--- config.mk ---
export PLATFORM = sky130hd
export DESIGN_NAME = booth_seq_mul_flat
export DESIGN_NICKNAME = d
export VERILOG_FILES = /design/src/rtl/booth_pkg.sv /design/src/rtl/booth_seq_mul_if.sv /design/src/rtl/booth_step.sv /design/src/rtl/xor2.sv /design/src/rtl/booth_seq_mul.sv /design/src/flat_wrapper.sv
export SDC_FILE = /design/constraint.sdc
export NUM_CORES = 1
export LEC_CHECK = 0
export ABC_AREA = 1
export BUFFER_PORTS_ARGS = -buffer_cell sky130_fd_sc_hd__buf_2
export CAP_MARGIN = 30
export CORE_MARGIN = 4
export CORE_UTILIZATION = 60
export CTS_CLUSTER_DIAMETER = 150
export DETAILED_ROUTE_END_ITERATION = 10
export HOLD_SLACK_MARGIN = 0.05
export PLACE_DENSITY = 0.82
export SLEW_MARGIN = 30
export SYNTH_ARGS = -nofsm -noshare
export SYNTH_HDL_FRONTEND = slang
export SYNTH_SLANG_ARGS = --single-unit
--- constraint.sdc ---
create_clock -name clk -period 4.62 [get_ports clk]
set_input_delay 0.924 -clock clk [delete_from_list [all_inputs] [get_ports clk]]
set_output_delay 0.924 -clock clk [all_outputs]
set_load 0.05 [all_outputs]
--- src/rtl/booth_pkg.sv ---
// Shared definitions for the sequential radix-2 Booth multiplier.
//   state_e       : controller state encoding (idle = 0, run = 1)
//   DEFAULT_WIDTH : default operand width in bits
package booth_pkg;

   localparam int unsigned DEFAULT_WIDTH = 8;

   typedef enum logic {
      StIdle = 1'b0,
      StRun  = 1'b1
   } state_e;

   // Step counter width: must hold the value WIDTH without wrapping.
   function automatic int unsigned cnt_bits(input int unsigned width);
      return $clog2(width + 1);
   endfunction

endpackage

--- src/rtl/booth_seq_mul_if.sv ---
// Request/result bundle of the Booth multiplier.
//   start        : begin a multiply (accepted only while idle)
//   multiplicand : operand M, two's complement
//   multiplier   : operand Q, two's complement
//   busy         : operation in progress
//   done         : one-cycle pulse, product valid
//   product      : M*Q, two's complement, held until the next completion
// master = requester, slave = multiplier.
interface booth_seq_mul_if
   import booth_pkg::*;
#(
   parameter int unsigned WIDTH = DEFAULT_WIDTH
);
   logic               start;
   logic [WIDTH-1:0]   multiplicand;
   logic [WIDTH-1:0]   multiplier;
   logic               busy;
   logic               done;
   logic [2*WIDTH-1:0] product;

   modport master (
      output start, multiplicand, multiplier,
      input  busy, done, product
   );

   modport slave (
      input  start, multiplicand, multiplier,
      output busy, done, product
   );
endinterface

--- src/rtl/booth_step.sv ---
// One combinational radix-2 Booth step: conditional add/subtract of M into A
// selected by {Q[0], Q_-1}, followed by an arithmetic right shift of {A, Q, Q_-1}.
//   acc, q, q_m1                : current A (WIDTH+1), Q (WIDTH), Q_-1
//   m                           : sign-extended multiplicand (WIDTH+1)
//   acc_next, q_next, q_m1_next : state after the step
module booth_step
   import booth_pkg::*;
#(
   parameter int unsigned WIDTH = DEFAULT_WIDTH
) (
   input  logic [WIDTH:0]   acc,
   input  logic [WIDTH-1:0] q,
   input  logic             q_m1,
   input  logic [WIDTH:0]   m,
   output logic [WIDTH:0]   acc_next,
   output logic [WIDTH-1:0] q_next,
   output logic             q_m1_next
);
   logic           do_sub;
   logic           do_op;
   logic [WIDTH:0] m_gated;
   logic [WIDTH:0] m_addend;
   logic [WIDTH:0] sum;

   // 10 -> subtract, 01 -> add, 00/11 -> no change.
   assign do_sub  = q[0] & ~q_m1;
   assign do_op   = q[0] ^ q_m1;
   assign m_gated = do_op ? m : '0;

   // Subtraction as A + ~M + 1: the xor array inverts M, do_sub is the carry-in.
   for (genvar i = 0; i <= WIDTH; i++) begin : g_inv
      xor2 u_xor (
         .a (m_gated[i]),
         .b (do_sub),
         .y (m_addend[i])
      );
   end

   assign sum = acc + m_addend + {{WIDTH{1'b0}}, do_sub};

   // Arithmetic shift right by one of {sum, q, q_m1}; the old q_m1 drops out.
   assign acc_next  = {sum[WIDTH], sum[WIDTH:1]};
   assign q_next    = {sum[0], q[WIDTH-1:1]};
   assign q_m1_next = q[0];
endmodule

--- src/rtl/xor2.sv ---
// Two-input XOR cell.
//   a, b : inputs
//   y    : a ^ b
module xor2 (
   input  logic a,
   input  logic b,
   output logic y
);
   assign y = a ^ b;
endmodule

--- src/rtl/booth_seq_mul.sv ---
// Sequential radix-2 Booth multiplier, WIDTH cycles per signed multiply.
//   clk : rising-edge clock
//   rst : synchronous active-high reset
//   bus : slave side of booth_seq_mul_if (start/operands in, busy/done/product out)
module booth_seq_mul
   import booth_pkg::*;
#(
   parameter int unsigned WIDTH = DEFAULT_WIDTH
) (
   input  logic            clk,
   input  logic            rst,
   booth_seq_mul_if.slave  bus
);
   localparam int unsigned CntW = cnt_bits(WIDTH);

   state_e             state_q;
   logic [WIDTH:0]     acc_q;
   logic [WIDTH-1:0]   q_q;
   logic               qm1_q;
   logic [WIDTH:0]     m_q;
   logic [CntW-1:0]    cnt_q;
   logic [2*WIDTH-1:0] product_q;
   logic               busy_q;
   logic               done_q;

   logic [WIDTH:0]     acc_nxt;
   logic [WIDTH-1:0]   q_nxt;
   logic               qm1_nxt;

   booth_step #(
      .WIDTH (WIDTH)
   ) u_step (
      .acc       (acc_q),
      .q         (q_q),
      .q_m1      (qm1_q),
      .m         (m_q),
      .acc_next  (acc_nxt),
      .q_next    (q_nxt),
      .q_m1_next (qm1_nxt)
   );

   always_ff @(posedge clk) begin
      if (rst) begin
         state_q   <= StIdle;
         acc_q     <= '0;
         q_q       <= '0;
         qm1_q     <= 1'b0;
         m_q       <= '0;
         cnt_q     <= '0;
         product_q <= '0;
         busy_q    <= 1'b0;
         done_q    <= 1'b0;
      end else begin
         done_q <= 1'b0;
         unique case (state_q)
            StIdle: begin
               if (bus.start) begin
                  m_q     <= {bus.multiplicand[WIDTH-1], bus.multiplicand};
                  acc_q   <= '0;
                  q_q     <= bus.multiplier;
                  qm1_q   <= 1'b0;
                  cnt_q   <= '0;
                  busy_q  <= 1'b1;
                  state_q <= StRun;
               end
            end
            StRun: begin
               // start is deliberately ignored here.
               acc_q <= acc_nxt;
               q_q   <= q_nxt;
               qm1_q <= qm1_nxt;
               cnt_q <= cnt_q + CntW'(1);
               if (cnt_q == CntW'(WIDTH - 1)) begin
                  product_q <= {acc_nxt[WIDTH-1:0], q_nxt};
                  done_q    <= 1'b1;
                  busy_q    <= 1'b0;
                  state_q   <= StIdle;
               end
            end
            default: state_q <= StIdle;
         endcase
      end
   end

   assign bus.busy    = busy_q;
   assign bus.done    = done_q;
   assign bus.product = product_q;
endmodule

--- src/flat_wrapper.sv ---
// flat-port wrapper written by rule: the top's interface ports become plain ports
module booth_seq_mul_flat import booth_pkg::*;
#(
   parameter int unsigned WIDTH = DEFAULT_WIDTH
)
  (clk, rst, bus_start, bus_multiplicand, bus_multiplier, bus_busy, bus_done, bus_product);
  booth_seq_mul_if #(.WIDTH(WIDTH)) bus_i ();
  input  logic clk;
  input  logic rst;
  input wire logic [$bits(bus_i.start)-1:0] bus_start;
  input wire logic [$bits(bus_i.multiplicand)-1:0] bus_multiplicand;
  input wire logic [$bits(bus_i.multiplier)-1:0] bus_multiplier;
  output wire logic [$bits(bus_i.busy)-1:0] bus_busy;
  output wire logic [$bits(bus_i.done)-1:0] bus_done;
  output wire logic [$bits(bus_i.product)-1:0] bus_product;
  assign bus_i.start = bus_start;
  assign bus_i.multiplicand = bus_multiplicand;
  assign bus_i.multiplier = bus_multiplier;
  assign bus_busy = bus_i.busy;
  assign bus_done = bus_i.done;
  assign bus_product = bus_i.product;
  booth_seq_mul #(.WIDTH(WIDTH)) u_core (.clk(clk), .rst(rst), .bus(bus_i));
endmodule
==> run metrics <==
run status=finished clean; die width=approximately 70 um; Distinct cells, synth=31; Slew @ Worst Pin=roughly 0.67 ns; post-route ant nets=0; Clock Skews=0.008870 ns; number of H-tree levels=2; clock period minus worst slack=2.279 ns; Inst Count DP=374; top-area cell type share of the netlist area=0.4231; vias=between 1.5k and 2k; Die Ht=around 70 um; gpl congestion=0.8498; power after layout=around 0.89 mW; vias per inst=5.029; commonest non-fill, non-tap cell in the layout=nand2_1; Synthesized Nets=327; most frequent cells in the layout=82 x nand2_1, 48 x dfxtp_1, 37 x inv_1; Initial Utilization=0.6203; # rows=22; syn avg cell area=around 7.6 um2; #FFs+latches synth=48; WHS=0.4518 ns; PD cells=343.5 nW/um2; die area=~4800 um2; DP Wirelength=3192 um; worst hold-check path type=reg2reg; largest net degree at the start of global routing=19; setup violators final=0; Area after DPL=between 2000 and 2500 um2; # fillers=310; dominant cell type by area after synthesis=dfxtp_1; CP Max Fanout=9; Bufs on Longest Clock Path=2; ant diodes=0; Core ar.=3661 um2; clock slew at reported path FFs=0.08 ns; final worst-path cycle share=0.4933; Nets=between 300 and 400; WL/cell=11.39 um; CTS tree=yes; Slew headroom=0.5545; Initial DRC Count=116; clock root buffer=clkbuf_8; Remaining DRCs=0; Sink Count=48; dominant cells by area after synthesis=dfxtp_1 42%, nand2_1 14%, inv_1 6.1%; clock insertion delay at the later pin of the skew report=~0.30 ns; vias in the first global route=~1.8k; WP data arrival=roughly 2.5 ns; Num CTS Buffers=5; final max-slew violation count=0; maximum vdd ir drop=about 330 uV; mapped cell area=between 2000 and 2500 um2; GRT Util Overall=0.1891; global-route wire length before repair=around 7600 um; Static Leak=1.283 nW; Top Ports=37; Post-Layout Cell Count=381; post-CTS setup repair buffer count=0; Setup CP Type=reg2reg; final hold violations=0; Seq/Total Area, Yosys=0.4231; # hold bufs at CTS=0; Gate Count Post-Synth=~300; Setup TNS=0 ns; GR Overflow Total=0; Fmax achieved=around 440 MHz; layout cells sized above 1=0.1922; critical path launch point type=flip-flop; RSZ-0062 raised after global routing=false; final WL=~4300 um; CP required=~4.8 ns; Worst setup EP type=flip-flop; post-CTS sizing=0; max-cap viol count=0; YS warnings=0; final instance area=roughly 2600 um2; Area Overhead vs Synth=13.50%; initial antenna violation count=0; Port Buf Inserts=36; drt pass-1 iters=5
[Yosys cell counts]
library cell,number
a211oi_1,1
o21ai_2,1
buf_2,2
or2_2,1
nand3_1,11
nand2_1,82
o21ai_1,5
o221ai_1,6
nand3_2,2
xnor2_1,1
xor2_2,1
nand2_2,3
a22o_1,4
a21oi_1,19
buf_6,4
fa_1,1
xor2_1,8
a221oi_1,1
ha_1,9
nand2_4,1
dfxtp_1,48
inv_2,6
clkbuf_1,2
nor2_2,3
nor2_1,21
clkinv_4,1
o21a_1,1
nor2_4,2
o21ai_0,13
nor3_1,1
inv_1,37
[routing by layer]
metal / GRT usage / share of wire
met5: 0 / 0
met4: 0.04772 / 0.013
met2: 0.2956 / 0.45
met3: 0.05217 / 0.071
met1: 0.2576 / 0.47
[cell families after synthesis]
| group | share of synthesized area |
|---|---|
| and+or+nand+nor | 0.2397 |
| xor gates and xnor gates | 0.04188 |
| DFF | 0.4231 |
| AOI/OAI and AO/OA | 0.1344 |
| buffers and inverters | 0.1025 |
| adders and majority gates | 0.05840 |
[power by group]
group	total, mW	leakage [nW]	internal, mW	switching, mW
sequential	0.439	0.391	0.429	0.0109
combinational	0.100	0.828	0.0360	0.0642
clock	0.346	0.0642	0.213	0.133
[final timing paths]
| path | start | to | cells after the start | slack [ns] |
|---|---|---|---|---|
| max reg2reg | u_core.qm1_q | u_core.acc_q[7] | 12 | 2.34 |
| min reg2reg | u_core.bus.product[13] | u_core.bus.product[13] | 2 | 0.45 |
| min | u_core.bus.product[13] | u_core.bus.product[13] | 2 | 0.45 |
| max | u_core.qm1_q | u_core.acc_q[7] | 12 | 2.34 |
[per-stage QoR]
step / utilization / setup WS [ns]
after floorplan: - / 2.520
after global placement: 0.6688 / 2.402
after CTS: 0.7040 / 2.321
after global routing: 0.7040 / 2.091
final: 0.7040 / 2.341
after detailed placement: 0.6688 / 2.335
[flip-flops by register name, summed over array words and instances (netlist names), 4 cells and up]
| name | cells |
|---|---|
| u_core.bus.product | 16 |
| u_core.q_q | 8 |
| u_core.cnt_q | 4 |
| u_core.m_q | 8 |
| u_core.acc_q | 8 |
[worst max-delay path, cell delays in order (launching register included)]
cell	delay, ns
dfxtp_1	0.33
inv_1	0.04
ha_1	0.28
inv_2	0.13
nand2_1	0.08
xor2_1	0.17
fa_1	0.47
o21ai_2	0.18
nand2_1	0.11
o21ai_0	0.16
nand2_1	0.08
nand2_1	0.06
a21oi_1	0.07
[cell type report]
class,instances,area (um2),area share
Clock buffer,5,68.82,0.02670
Clock inverter,2,60.06,0.02330
Multi-Input combinational cell,198,1077,0.4180
Tap cell,48,60.06,0.02330
Inverter,44,170.2,0.06602
Timing Repair Buffer,36,180.2,0.06990
Sequential cell,48,960.9,0.3728
Power figures use the tool's default switching activity.
